File: src/rtl/secuenciador_alu_if.sv
// Front-panel bus: switches/buttons in, ALU operands and display out.
// The panel side drives the master modport and the sequencer uses the slave modport.
interface secuenciador_alu_if #(
  parameter int ANCHO    = 8,
  parameter int ANCHO_OP = 6
);
  logic [ANCHO-1:0]    entrada;
  logic                boton_a;
  logic                boton_b;
  logic                boton_op;
  logic                boton_exec;
  logic [ANCHO-1:0]    resultado_alu;
  logic [ANCHO-1:0]    a;
  logic [ANCHO-1:0]    b;
  logic [ANCHO_OP-1:0] op;
  logic [ANCHO-1:0]    resultado;
  logic                valido;
  logic [2:0]          estado;

  modport master (
    output entrada,
    output boton_a,
    output boton_b,
    output boton_op,
    output boton_exec,
    output resultado_alu,
    input  a,
    input  b,
    input  op,
    input  resultado,
    input  valido,
    input  estado
  );

  modport slave (
    input  entrada,
    input  boton_a,
    input  boton_b,
    input  boton_op,
    input  boton_exec,
    input  resultado_alu,
    output a,
    output b,
    output op,
    output resultado,
    output valido,
    output estado
  );
endinterface

File: src/rtl/secuenciador_alu.sv
// Clocked load-A / load-B / load-OP / execute sequencer for the ALU.
// Defining DEBOUNCE_EN adds a per-button stability filter of DEB_CICLOS clocks.
module secuenciador_alu #(
  parameter int ANCHO      = 8,
  parameter int ANCHO_OP   = 6,
  parameter int DEB_CICLOS = 16
) (
  input  logic              clk,
  input  logic              rst_n,
  secuenciador_alu_if.slave bus
);

  typedef enum logic [2:0] {
    CARGA_A  = 3'd0,
    CARGA_B  = 3'd1,
    CARGA_OP = 3'd2,
    LISTO    = 3'd3,
    EJEC     = 3'd4,
    MUESTRA  = 3'd5
  } estado_t;

  // Bit order: 0=A, 1=B, 2=OP, 3=EXEC
  logic [3:0] btn_raw;
  logic [3:0] sync1_q, sync1_d;
  logic [3:0] sync2_q, sync2_d;
  logic [3:0] prev_q, prev_d;
  logic [3:0] nivel;
  logic [3:0] pulso;

  assign btn_raw = {bus.boton_exec, bus.boton_op,
                    bus.boton_b, bus.boton_a};

  // Two-stage synchroniser feeding the edge detector
  always_comb begin
    sync1_d = btn_raw;
    sync2_d = sync1_q;
    prev_d  = nivel;
  end

  // Synchroniser and previous-level registers
  always_ff @(posedge clk or negedge rst_n) begin
    if (!rst_n) begin
      sync1_q <= '0;
      sync2_q <= '0;
      prev_q  <= '0;
    end else begin
      sync1_q <= sync1_d;
      sync2_q <= sync2_d;
      prev_q  <= prev_d;
    end
  end

`ifdef DEBOUNCE_EN
  localparam int CW = $clog2(DEB_CICLOS + 1);

  logic [3:0]         filt_q, filt_d;
  logic [3:0][CW-1:0] cnt_q, cnt_d;

  // Filtered level flips after DEB_CICLOS clocks of disagreement
  always_comb begin
    filt_d = filt_q;
    for (int i = 0; i < 4; i++) begin
      cnt_d[i] = '0;
      if (sync2_q[i] != filt_q[i]) begin
        if (cnt_q[i] == CW'(DEB_CICLOS - 1)) begin
          filt_d[i] = sync2_q[i];
        end else begin
          cnt_d[i] = cnt_q[i] + 1'b1;
        end
      end
    end
  end

  // Debounce counters and filtered levels
  always_ff @(posedge clk or negedge rst_n) begin
    if (!rst_n) begin
      filt_q <= '0;
      cnt_q  <= '0;
    end else begin
      filt_q <= filt_d;
      cnt_q  <= cnt_d;
    end
  end

  assign nivel = filt_q;
`else
  assign nivel = sync2_q;
`endif

  assign pulso = nivel & ~prev_q;

  logic pulso_a, pulso_b, pulso_op, pulso_exec;

  assign pulso_a    = pulso[0];
  assign pulso_b    = pulso[1];
  assign pulso_op   = pulso[2];
  assign pulso_exec = pulso[3];

  estado_t             estado_q, estado_d;
  logic [ANCHO-1:0]    a_q, a_d;
  logic [ANCHO-1:0]    b_q, b_d;
  logic [ANCHO_OP-1:0] op_q, op_d;
  logic [ANCHO-1:0]    res_q, res_d;
  logic                valido_q, valido_d;

  // Next state and register loads; only the expected pulse is honoured
  always_comb begin
    estado_d = estado_q;
    a_d      = a_q;
    b_d      = b_q;
    op_d     = op_q;
    res_d    = res_q;
    valido_d = valido_q;
    case (estado_q)
      CARGA_A: begin
        if (pulso_a) begin
          a_d      = bus.entrada;
          estado_d = CARGA_B;
        end
      end
      CARGA_B: begin
        if (pulso_b) begin
          b_d      = bus.entrada;
          estado_d = CARGA_OP;
        end
      end
      CARGA_OP: begin
        if (pulso_op) begin
          op_d     = bus.entrada[ANCHO_OP-1:0];
          estado_d = LISTO;
        end
      end
      LISTO: begin
        if (pulso_exec) begin
          estado_d = EJEC;
        end else if (pulso_a) begin
          a_d      = bus.entrada;
          estado_d = CARGA_B;
        end
      end
      EJEC: begin
        res_d    = bus.resultado_alu;
        valido_d = 1'b1;
        estado_d = MUESTRA;
      end
      MUESTRA: begin
        if (pulso_exec) begin
          valido_d = 1'b0;
          estado_d = EJEC;
        end else if (pulso_a) begin
          a_d      = bus.entrada;
          valido_d = 1'b0;
          estado_d = CARGA_B;
        end
      end
      default: begin
        estado_d = CARGA_A;
      end
    endcase
  end

  // Sequencer state and registered outputs
  always_ff @(posedge clk or negedge rst_n) begin
    if (!rst_n) begin
      estado_q <= CARGA_A;
      a_q      <= '0;
      b_q      <= '0;
      op_q     <= '0;
      res_q    <= '0;
      valido_q <= 1'b0;
    end else begin
      estado_q <= estado_d;
      a_q      <= a_d;
      b_q      <= b_d;
      op_q     <= op_d;
      res_q    <= res_d;
      valido_q <= valido_d;
    end
  end

  assign bus.a         = a_q;
  assign bus.b         = b_q;
  assign bus.op        = op_q;
  assign bus.resultado = res_q;
  assign bus.valido    = valido_q;
  assign bus.estado    = estado_q;

endmodule

File: src/flat_wrapper.sv
// flat-port wrapper written by rule: the top's interface ports become plain ports
module secuenciador_alu_flat 
#(
  parameter int ANCHO      = 8,
  parameter int ANCHO_OP   = 6,
  parameter int DEB_CICLOS = 16
)
  (clk, rst_n, bus_entrada, bus_boton_a, bus_boton_b, bus_boton_op, bus_boton_exec, bus_resultado_alu, bus_a, bus_b, bus_op, bus_resultado, bus_valido, bus_estado);
  secuenciador_alu_if #(.ANCHO(ANCHO), .ANCHO_OP(ANCHO_OP)) bus_i ();
  input  logic clk;
  input  logic rst_n;
  input wire logic [$bits(bus_i.entrada)-1:0] bus_entrada;
  input wire logic [$bits(bus_i.boton_a)-1:0] bus_boton_a;
  input wire logic [$bits(bus_i.boton_b)-1:0] bus_boton_b;
  input wire logic [$bits(bus_i.boton_op)-1:0] bus_boton_op;
  input wire logic [$bits(bus_i.boton_exec)-1:0] bus_boton_exec;
  input wire logic [$bits(bus_i.resultado_alu)-1:0] bus_resultado_alu;
  output wire logic [$bits(bus_i.a)-1:0] bus_a;
  output wire logic [$bits(bus_i.b)-1:0] bus_b;
  output wire logic [$bits(bus_i.op)-1:0] bus_op;
  output wire logic [$bits(bus_i.resultado)-1:0] bus_resultado;
  output wire logic [$bits(bus_i.valido)-1:0] bus_valido;
  output wire logic [$bits(bus_i.estado)-1:0] bus_estado;
  assign bus_i.entrada = bus_entrada;
  assign bus_i.boton_a = bus_boton_a;
  assign bus_i.boton_b = bus_boton_b;
  assign bus_i.boton_op = bus_boton_op;
  assign bus_i.boton_exec = bus_boton_exec;
  assign bus_i.resultado_alu = bus_resultado_alu;
  assign bus_a = bus_i.a;
  assign bus_b = bus_i.b;
  assign bus_op = bus_i.op;
  assign bus_resultado = bus_i.resultado;
  assign bus_valido = bus_i.valido;
  assign bus_estado = bus_i.estado;
  secuenciador_alu #(.ANCHO(ANCHO), .ANCHO_OP(ANCHO_OP), .DEB_CICLOS(DEB_CICLOS)) u_core (.clk(clk), .rst_n(rst_n), .bus(bus_i));
endmodule
File: config.mk
export PLATFORM = sky130hd
export DESIGN_NAME = secuenciador_alu_flat
export DESIGN_NICKNAME = d
export VERILOG_FILES = /design/src/rtl/secuenciador_alu_if.sv /design/src/rtl/secuenciador_alu.sv /design/src/flat_wrapper.sv
export SDC_FILE = /design/constraint.sdc
export NUM_CORES = 1
export LEC_CHECK = 0
export CORE_AREA = 5 5 80 64
export DETAILED_ROUTE_END_ITERATION = 16
export DIE_AREA = 0 0 85 69
export PLACE_DENSITY = 0.8
export SLEW_MARGIN = 15
export SYNTH_ARGS = -nofsm -noshare
export SYNTH_HDL_FRONTEND = slang
export SYNTH_SLANG_ARGS = --single-unit
export TNS_END_PERCENT = 100
File: constraint.sdc
create_clock -name clk -period 3 [get_ports clk]
set_input_delay 0.6 -clock clk [delete_from_list [all_inputs] [get_ports clk]]
set_output_delay 0.6 -clock clk [all_outputs]
set_load 0.01 [all_outputs]
# [After elaboration in Yosys (flattened, before gate mapping)]
# Index checks and enable logic that the tools add are counted.
[totals] in_bits=22 register_bits=46 output_inout_bits=34
[op_classes] eq_ne=9 bitwise_logic=2 mux=11 n_reduce_logical=9
[op_table] op="two-way mux 8 bit" count=2
[op_table] op="case mux 8 bit (2 select lines)" count=1
[op_table] op="case mux 3 bit (5 select lines)" count=1
[op_table] op="two-way mux 3 bit" count=4
[op_table] op="AND reduction 2 bit" count=5
[op_table] op="== test 3 x 2 -> 1 bit (second input constant)" count=2
[op_table] op="== test 3 bit (second input constant)" count=2
[op_table] op="bitwise AND 4 bit" count=1
[op_table] op="!= test 2 x 1 -> 1 bit (second input constant)" count=2
[op_table] op="NOT 4 bit" count=1
[op_table] op="nonzero test 2 bit" count=2
[op_table] op="== test 3 x 1 -> 1 bit (second input constant)" count=1
[op_table] op="zero test 3 bit" count=1
[op_table] op="!= test 3 x 1 -> 1 bit (second input constant)" count=1
[op_table] op="two-way mux 1 bit" count=2
[op_table] op="!= test 2 bit (second input constant)" count=1
[op_table] op="case mux 1 bit (2 select lines)" count=1
[op_table] op="OR reduction 2 bit" count=1

# [Depth between registers and ports, before layout]
# Gate-level depths: netlist of run 1.
[depth] word_depth=5 depth_mapped=5 ltp_nobuf=3

# [Least setup slack after synthesis of run 1]
# No wires, ideal clock.
[synth_timing] path_kind="register to register" from="reg u_core.estado_q[1], in the netlist u_core.bus.estado[1]" to="reg u_core.op_q[0], in the netlist u_core.bus.op[0]" path_slack_ps=1558 setup_time_ps=125 n_path_buf=2 stages_incl_launch_ff=6 arrival_time_ps=1316 path_cell_list="dfrtp_1 buf_6 nor2b_1 and4bb_1 buf_6 mux2_4"
[synth_between] elab_chain_len=2
[synth_lines] element="from (decl)" line_no="secuenciador_alu.sv:99" rtl="estado_t estado_q, estado_d;"
[synth_lines] element="from (signal assigned)" line_no="secuenciador_alu.sv:172" rtl="estado_q <= estado_d;"
[synth_lines] element="== test 3 x 2 -> 1 bit" line_no="secuenciador_alu.sv:114" rtl="case (estado_q)"
[synth_lines] element="AND reduction 2 bit (no line)"
[synth_lines] element="to (signal assigned)" line_no="secuenciador_alu.sv:175" rtl="op_q <= op_d;"
[synth_lines] element="to (decl)" line_no="secuenciador_alu.sv:102" rtl="logic [ANCHO_OP-1:0] op_q, op_d;"
# Every way passes these cells.
# A chain may end at the register's enable or synchronous reset.

# [Worst setup path after layout of run 1]
[layout_timing] from="reg u_core.estado_q[0], in the netlist u_core.bus.estado[0]" to="out bus_estado[0]"
[layout_lines] element="to (decl)" line_no="flat_wrapper.sv:23" rtl="output wire logic [$bits(bus_i.estado)-1:0] bus_estado;"
# No word-level cell between the ends.

==> impl_metrics.py, run 1 <==
metrics = {
    "outcome": {
        "status": "complete, no violations",
    },
    "die": {
        "coreArea_um2": 4260,
        "start_util": 0.477,
        "pin_count": 56,
        "fp-row-count": 21,
        "die-area_um2": 5870,
        "die_x_um": 85,
        "die_h_um": 69,
    },
    "routing": {
        "drt-total-wl_mm": 4.47,
        "drt_iter0_markers": 96,
        "vias": 1433,
        "wire_per_inst_um": 17.1,
        "viasPerCell": 5.47,
        "dr.pass1.iters": 4,
        "drc": 0,
        "ant_nets": 0,
    },
    "global_routing": {
        "grt_util_all_layers": 0.160,
        "overflow": 0,
        "grt_pass1_wl_mm": 7.49,
        "grt_max_degree": 47,
        "antenna_found_initial": 0,
        "grt_pass1_vias": 1533,
    },
    "timing": {
        "max_clock_freq_ghz": 0.415,
        "drv_slew": 0,
        "fin_setup_tns_ns": 0,
        "final-hold-violation-count": 0,
        "tightest_slew_ns": 0.999,
        "slew_headroom": 0.334,
        "period_share": 0.803,
        "setup_viol": 0,
        "layout_min_cycle_time_ns": 2.41,
        "finClkSkew_ns": 0.00838,
        "rsz0062_at_grt": "no",
    },
    "logic_synthesis": {
        "syn_inst": 153,
        "synth_edf_count": 0,
        "yosysSeqAreaShare": 0.567,
        "syn_area_um2": 2030,
        "synth.distinct_cells": 29,
        "ys_async_sr_fraction": 1.00,
        "synth_nets": 175,
        "syn_area_per_cell_um2": 13.3,
        "ys_seq_elements": 46,
        "ys_warn_count": 0,
        "synth_flop_cell": "dfrtp_1",
    },
    "worst_setup_path": {
        "reg2reg_slack_ns": 1.05,
        "cp-start-kind": "flop",
        "required_ns": 2.40,
        "path_delay_family": "flip-flops",
        "arrival_ns": 1.81,
        "startpoint": "u_core.bus.estado[0]$_DFFE_PN0P_",
        "crit_chain": "clkdlybuf4s50_1",
        "crit_fanout": 25,
        "r2r-start": "u_core.bus.estado[0]$_DFFE_PN0P_",
        "crit_buf_inv": 1,
        "cp_slowest_cell": "dfrtp_1",
        "crit_path_end_kind": "output pin",
        "critPathKind": "reg -> out",
        "cpPeakStageDelay_ns": 0.84,
    },
    "clocking": {
        "cts_buffers": 5,
        "clk_latency_ns": 0.29,
        "postCtsSetupRepairBufs": 0,
        "path_clk_slew_ns": 0.08,
        "cts.hold.buffers_added": 0,
        "clockBufferDepth": 2,
        "post_cts_resized": 0,
        "cts_max_level": 2,
        "cts_tree": "yes",
        "clock-sinks": 46,
        "cts_root_buf": "clkbuf_8",
    },
    "place": {
        "io_buffers": 55,
        "dp_hpwl_mm": 3.27,
        "gp_routability_congestion": 0.810,
    },
    "layout": {
        "nNetsFinal": 227,
        "drive_above_1_share": 0.161,
        "diodes": 0,
        "area_growth_pct": 30.3,
        "post-route-util": 0.622,
    },
    "pwr": {
        "p_leak_nw": 1.15,
        "vdd_drop_max_mv": 0.542,
        "power.density_nw_per_um2": 1040,
        "total_power_w": 0.00274,
    },
    "flow_run": {
        "drv_cap": 0,
    },
    "worst_hold_path": {
        "hp-start": "u_core.sync1_q[0]$_DFF_PN0_",
        "hp-class": "reg -> reg",
    },
}
==> power breakdown <==
part	switching (W)	total (W)	internal [W]	leakage [nW]
registers	0.000236	0.00109	0.000856	0.532
logic	0.000532	0.00130	0.000770	0.585
clock network	0.000185	0.000345	0.000161	0.0383
==> cell usage after synthesis (all sizes together) (2+ instances only) <==
cell type  instances  share of area
dfrtp             46           0.57
mux2              22           0.13
inv               10          0.018
and3b              9          0.039
a22oi              8          0.030
a311o              8          0.039
nand3              8          0.020
nand4              8          0.025
buf                7          0.033
nand2b             4          0.016
a21oi              3         0.0074
clkbuf             3         0.0055
nor2               3         0.0068
nand2              2         0.0049
nor2b              2         0.0062
o21ai              2         0.0049
==> routing by layer <==
| layer | part of all wire | GRT usage |
|---|---|---|
| met4 | 0.0060 | 0.0369 |
| met1 | 0.42 | 0.197 |
| met3 | 0.10 | 0.0702 |
| met2 | 0.47 | 0.259 |
| met5 | 0 | 0 |
==> area by class of cell <==
type,count,area (um^2)
Sequential cell,46,1150
Multi-Input combinational cell,87,764
Inverter,10,37.5
Tap cell,57,71.3
Timing Repair Buffer,55,546
Fill cell,349,1610
Clock buffer,7,76.3
==> flip-flops by register name, indices dropped and copies added, names as in the netlist, 3 cells and up <==
| signal | count |
|---|---|
| u_core.sync1_q | 4 |
| u_core.bus.resultado | 8 |
| u_core.nivel | 4 |
| u_core.prev_q | 4 |
| u_core.bus.a | 8 |
| u_core.bus.estado | 3 |
| u_core.bus.b | 8 |
| u_core.bus.op | 6 |
==> layout by cell type (no fill, tap or decap), types with 2 or more instances in the layout <==
cell,instances
a21oi_1,3
a22oi_1,8
a311o_1,8
and3b_1,9
clkbuf_1,2
clkbuf_8,5
clkdlybuf4s50_1,54
dfrtp_1,46
inv_1,10
mux2_2,16
mux2_4,6
nand2b_1,3
nand3_1,8
nand4_1,8
nor2_1,2
nor2b_1,2
o21ai_0,2
==> final timing paths <==
check / end / cells past startpoint
setup / recovery: bus_estado[0] / 1
hold / removal: u_core.nivel[0]$_DFF_PN0_ / 0
setup reg to reg: u_core.bus.a[5]$_DFFE_PN0P_ / 3
hold reg to reg: u_core.nivel[0]$_DFF_PN0_ / 0
max in group asynchronous: u_core.bus.op[3]$_DFFE_PN0P_ / 1
min in group asynchronous: u_core.bus.a[7]$_DFFE_PN0P_ / 1
==> stage by stage <==
step                worst slack [ns]  std cells  cell area, um^2  hold slack [ns]
finish                         0.591        262             2650            0.351
CTS                            0.586        262             2650            0.353
global placement               0.972        255             2570            0.334
floorplan                       1.56        153             2030            0.304
detailed placement             0.919        255             2570            0.335
global route                   0.468        262             2650            0.358
==> kinds of logic after synthesis <==
family,after synthesis,synth area share
muxes,22,0.133
AOI/OAI and AO/OA,25,0.0974
DFF,46,0.567
buffers and inverters,20,0.0567
and+or+nand+nor,39,0.132
xor gates and xnor gates,1,0.0136
(Power assumes the default switching activity.)
==> run 2: changes to the inputs <==
- CORE_AREA: 5 5 80 64 -> 5 5 82 65
- DIE_AREA: 0 0 85 69 -> 0 0 87 70
- PLACE_DENSITY: 0.8 -> 0.77
- clock period: 3 -> 2.5 ns (I/O delays scaled with it)
==> run 2 against run 1 <==
Non-clock buffer count rose by 2. Register-to-register slack got worse by 0.41 ns. Final cell count rose by 1.1%. Via count rose by 1.7%. Core utilization fell by 0.69 points. Routed wire length rose by 2.8%. Critical path depth did not move. First-iteration DRC count rose by 48%. Setup slack got worse by 0.17 ns. Total power rose by 26%. Critical path type unchanged. Critical endpoint is now bus_estado[2]. Largest cell class unchanged. Highest routed layer unchanged.
==> impl_metrics.py, run 2 (synthesis results as in run 1) <==
metrics = {
    "outcome": {
        "status": "complete, no violations",
    },
    "layout": {
        "multi_input_area_um2": 764,
        "final_common_cell": "clkdlybuf4s50_1",
        "diodes": 0,
        "area_growth_pct": 32.8,
        "drive_above_1_share": 0.183,
        "regArea_um2": 1150,
        "layout_common_cells": "clkdlybuf4s50_1, dfrtp_1, mux2_2, inv_1, and3b_1",
        "nNetsFinal": 229,
        "n_fill_cell": 326,
    },
    "pwr": {
        "vdd_drop_max_mv": 0.587,
        "p_leak_nw": 1.18,
        "power.density_nw_per_um2": 1280,
        "total_power_w": 0.00344,
    },
    "die": {
        "pin_count": 56,
        "die_h_um": 70,
        "fp-row-count": 21,
        "coreArea_um2": 4390,
        "start_util": 0.463,
        "die-area_um2": 6090,
        "die_x_um": 87,
    },
    "worst_setup_path": {
        "critPathKind": "reg -> out",
        "cpPeakStageDelay_ns": 0.65,
        "cp-start-kind": "flop",
        "crit_fanout": 9,
        "required_ns": 2.00,
        "crit_chain": "clkdlybuf4s50_1",
        "rr_worst_depth": 4,
        "r2r-start": "u_core.bus.estado[0]$_DFFE_PN0P_",
        "crit_path_end_kind": "output pin",
        "arrival_ns": 1.58,
        "cp_slowest_cell": "clkdlybuf4s50_1",
        "path_delay_family": "buffers and inverters",
        "path_depth": 1,
        "startpoint": "u_core.bus.estado[2]$_DFFE_PN0P_",
        "crit_buf_inv": 1,
    },
    "routing": {
        "vias": 1458,
        "viasPerCell": 5.50,
        "dr.pass1.iters": 4,
        "drt-total-wl_mm": 4.59,
        "ant_nets": 0,
        "drc": 0,
        "drt_iter0_markers": 142,
        "wire_per_inst_um": 17.3,
    },
    "clocking": {
        "path_clk_slew_ns": 0.09,
        "cts.hold.buffers_added": 0,
        "cts_tree": "yes",
        "clockBufferDepth": 2,
        "clock-sinks": 46,
        "post_cts_resized": 0,
        "cts_max_level": 2,
        "cts_root_buf": "clkbuf_8",
        "cts_buffers": 5,
        "clk_latency_ns": 0.30,
        "postCtsSetupRepairBufs": 0,
    },
    "timing": {
        "final-hold-violation-count": 0,
        "max_clock_freq_ghz": 0.480,
        "rsz0062_at_grt": "no",
        "setup_viol": 0,
        "drv_slew": 0,
        "finClkSkew_ns": 0.00923,
        "slew_headroom": 0.368,
        "layout_min_cycle_time_ns": 2.08,
        "period_share": 0.832,
        "tightest_slew_ns": 0.943,
        "fin_setup_tns_ns": 0,
    },
    "place": {
        "gp_routability_congestion": 0.766,
        "io_buffers": 55,
        "dp_hpwl_mm": 3.41,
    },
    "global_routing": {
        "antenna_found_initial": 0,
        "grt_max_degree": 32,
        "grt_util_all_layers": 0.163,
        "overflow": 0,
        "grt_pass1_vias": 1560,
        "grt_pass1_wl_mm": 7.69,
    },
    "flow_run": {
        "drv_cap": 0,
    },
    "worst_hold_path": {
        "hp-class": "in -> async",
    },
}
==> run 2: changes by cell type in the layout (fill, tap and decap cells not counted) <==
cell,previous run,this run
buf_4,0,2
clkbuf_1,2,0
clkinv_2,0,1
bufinv_16,0,1
inv_6,0,1
==> run 2: final timing paths <==
check,slack (ns),end
worst max-delay path,0.42,bus_estado[2]
worst min-delay path,0.10,u_core.bus.a[1]$_DFFE_PN0P_
worst max register to register,0.64,u_core.bus.a[7]$_DFFE_PN0P_
worst min register to register,0.36,u_core.nivel[3]$_DFF_PN0_
max in group asynchronous,1.69,u_core.bus.b[3]$_DFFE_PN0P_
min in group clk,0.36,u_core.nivel[3]$_DFF_PN0_
==> run 2: cell type report <==
class	count	share of cell area
Clock inverter	3	0.0162
Tap cell	57	0.0264
Clock buffer	5	0.0255
Inverter	10	0.0139
Multi-Input combinational cell	87	0.283
Sequential cell	46	0.427
Timing Repair Buffer	57	0.208
==> run 2: per-stage QoR <==
step | utilization | hold WS [ns] | cell area [um^2] | cells | worst slack [ns]
2_1_floorplan | - | 0.204 | 2030 | 153 | 1.06
3_3_place_gp | 0.589 | 0.334 | 2580 | 257 | 0.784
3_5_place_dp | 0.589 | 0.340 | 2580 | 257 | 0.679
4_1_cts | 0.615 | 0.106 | 2700 | 265 | 0.408
5_1_grt | 0.615 | 0.119 | 2700 | 265 | 0.345
6_report | 0.615 | 0.101 | 2700 | 265 | 0.419
==> run 2: worst reg2reg max path: stages, from the launching register on <==
cell and delay (ns):
dfrtp_1 0.43, buf_4 0.22, nor3_2 0.77, a311o_1 0.23, nand3_1 0.09
==> run 2: power by group <==
group	leakage [nW]	internal [W]	switching, W
Clock	0.0585	0.000300	0.000264
Combinational	0.594	0.000935	0.000682
Sequential	0.532	0.00103	0.000233
Total	1.18	0.00226	0.00118
==> run 2: per-layer routing <==
layer	share of wire	GRT usage	wire (um)	vias to the layer above
li1	-	-	-	672
met1	0.42	0.208	1940	723
met3	0.090	0.0646	411	9
met4	0.017	0.0606	77	0
met2	0.47	0.247	2160	54
met5	0	0	0	-
==> run 3: changes to the inputs <==
- CORE_AREA: 5 5 82 65 -> 5 5 86 68
- DIE_AREA: 0 0 87 70 -> 0 0 91 73
- PLACE_DENSITY: 0.77 -> 0.74
- clock period: 2.5 -> 1.9 ns (I/O delays scaled with it)
==> run 3 against run 2 <==
Critical path depth unchanged. Critical path type unchanged. Global-route usage fell by 3.2 points. Routed wire length down 9.0%. Core utilization down 7.7 points. Sequential power rose by 31%. Setup slack got worse by 0.37 ns. Total power grew 26%.
==> impl_metrics.py, run 3 (synthesis results as in run 1) <==
metrics = {
    "global_routing": {
        "overflow": 0,
        "grt_pass1_vias": 1462,
        "antenna_found_initial": 0,
        "grt_max_degree": 27,
        "grt_util_all_layers": 0.131,
        "grt_pass1_wl_mm": 6.96,
    },
    "clocking": {
        "clockBufferDepth": 2,
        "cts_root_buf": "clkbuf_8",
        "postCtsSetupRepairBufs": 0,
        "path_clk_slew_ns": 0.08,
        "cts_tree": "yes",
        "cts_buffers": 5,
        "post_cts_resized": 1,
        "clk_latency_ns": 0.30,
        "cts.hold.buffers_added": 0,
        "cts_max_level": 2,
        "clock-sinks": 46,
    },
    "routing": {
        "viasPerCell": 5.20,
        "dr.pass1.iters": 5,
        "drt_iter0_markers": 102,
        "vias": 1414,
        "wire_per_inst_um": 15.4,
        "ant_nets": 0,
        "drc": 0,
        "drt-total-wl_mm": 4.18,
    },
    "timing": {
        "tightest_slew_ns": 0.924,
        "setup_viol": 0,
        "slew_headroom": 0.381,
        "final-hold-violation-count": 0,
        "layout_min_cycle_time_ns": 1.85,
        "period_share": 0.975,
        "fin_setup_tns_ns": 0,
        "finClkSkew_ns": 0.00402,
        "rsz0062_at_grt": "yes",
        "max_clock_freq_ghz": 0.540,
        "drv_slew": 0,
    },
    "die": {
        "die_h_um": 73,
        "fp-row-count": 23,
        "die-area_um2": 6640,
        "start_util": 0.403,
        "pin_count": 56,
        "die_x_um": 91,
        "coreArea_um2": 5040,
    },
    "layout": {
        "final_common_cell": "clkdlybuf4s50_1",
        "area_growth_pct": 33.3,
        "layout_common_cells": "clkdlybuf4s50_1, dfrtp_1, mux2_2, inv_1, and3b_1",
        "drive_above_1_share": 0.190,
        "regArea_um2": 1150,
        "nNetsFinal": 231,
        "diodes": 0,
        "multi_input_area_um2": 764,
        "n_fill_cell": 451,
    },
    "worst_setup_path": {
        "arrival_ns": 1.47,
        "r2r-start": "u_core.bus.estado[2]$_DFFE_PN0P_",
        "critPathKind": "reg -> out",
        "crit_buf_inv": 1,
        "r2r_end": "u_core.bus.a[6]$_DFFE_PN0P_",
        "path_delay_family": "buffers and inverters",
        "rr_worst_depth": 3,
        "crit_chain": "clkdlybuf4s50_1",
        "required_ns": 1.52,
        "crit_path_end_kind": "output pin",
        "cp_slowest_cell": "clkdlybuf4s50_1",
        "crit_fanout": 10,
        "cpPeakStageDelay_ns": 0.62,
        "reg2reg_slack_ns": 0.19,
        "cp-start-kind": "flop",
    },
    "worst_hold_path": {
        "hp-class": "in -> async",
    },
    "place": {
        "dp_hpwl_mm": 2.98,
        "gp_routability_congestion": 0.739,
        "io_buffers": 55,
    },
    "outcome": {
        "status": "complete, no violations",
    },
    "pwr": {
        "power.density_nw_per_um2": 1610,
        "vdd_drop_max_mv": 0.672,
        "total_power_w": 0.00434,
        "p_leak_nw": 1.18,
    },
    "flow_run": {
        "drv_cap": 0,
    },
}
-- run 3: cell count changes in the layout (fill, tap and decap cells not counted) --
cell,change
buf_12,+1
clkbuf_1,+1
clkinv_4,+1
dfrtp_2,+1
bufinv_16,-1
inv_6,-1
buf_4,+1
dfrtp_1,-1
-- run 3: layout make-up --
cell class	count	share of cell area
repair buffers	59	0.217
inverters	10	0.0139
well taps	62	0.0287
clock inverters	2	0.00509
clock buffers	6	0.0268
flip-flops and latches	46	0.426
multi-input cells	87	0.282
-- run 3: metal layers --
layer	track usage	wire [um]	share of wire
met5	0	0	0
met4	0.0554	76	0.018
met3	0.0443	320	0.077
met2	0.197	1800	0.43
met1	0.173	1980	0.47
-- run 3: power breakdown --
part | internal [W] | switching (W) | total (W)
sequential | 0.00135 | 0.000297 | 0.00165
combinational | 0.00125 | 0.000863 | 0.00211
clock | 0.000260 | 0.000323 | 0.000582
total | 0.00286 | 0.00148 | 0.00434
-- run 3: how the worst max path moves through the flow --
stage	startpoint	endpoint	slack [ns]	depth (start not counted)
after detailed placement	u_core.bus.estado[2]$_DFFE_PN0P_	u_core.bus.a[3]$_DFFE_PN0P_	0.13	3
after global routing	u_core.bus.estado[2]$_DFFE_PN0P_	u_core.bus.a[1]$_DFFE_PN0P_	-0.03	3
after floorplan	u_core.bus.estado[1]$_DFFE_PN0P_	u_core.bus.op[0]$_DFFE_PN0P_	0.46	5
final	u_core.bus.estado[0]$_DFFE_PN0P_	bus_estado[0]	0.05	1
after global placement	u_core.bus.estado[2]$_DFFE_PN0P_	u_core.bus.a[1]$_DFFE_PN0P_	0.19	3
after CTS	u_core.bus.estado[0]$_DFFE_PN0P_	bus_estado[0]	0.04	1
-- run 3: metrics by stage --
stage / setup WS, ns / area (um^2) / hold slack (ns) / utilization / std cells
2_1_floorplan: 0.458 / 2030 / 0.0844 / - / 153
3_5_place_dp: 0.134 / 2620 / 0.335 / 0.520 / 264
6_report: 0.0482 / 2710 / 0.0444 / 0.537 / 272
3_3_place_gp: 0.191 / 2620 / 0.332 / 0.520 / 264
4_1_cts: 0.0354 / 2710 / 0.0481 / 0.537 / 272
5_1_grt: -0.0255 / 2710 / 0.0739 / 0.537 / 272
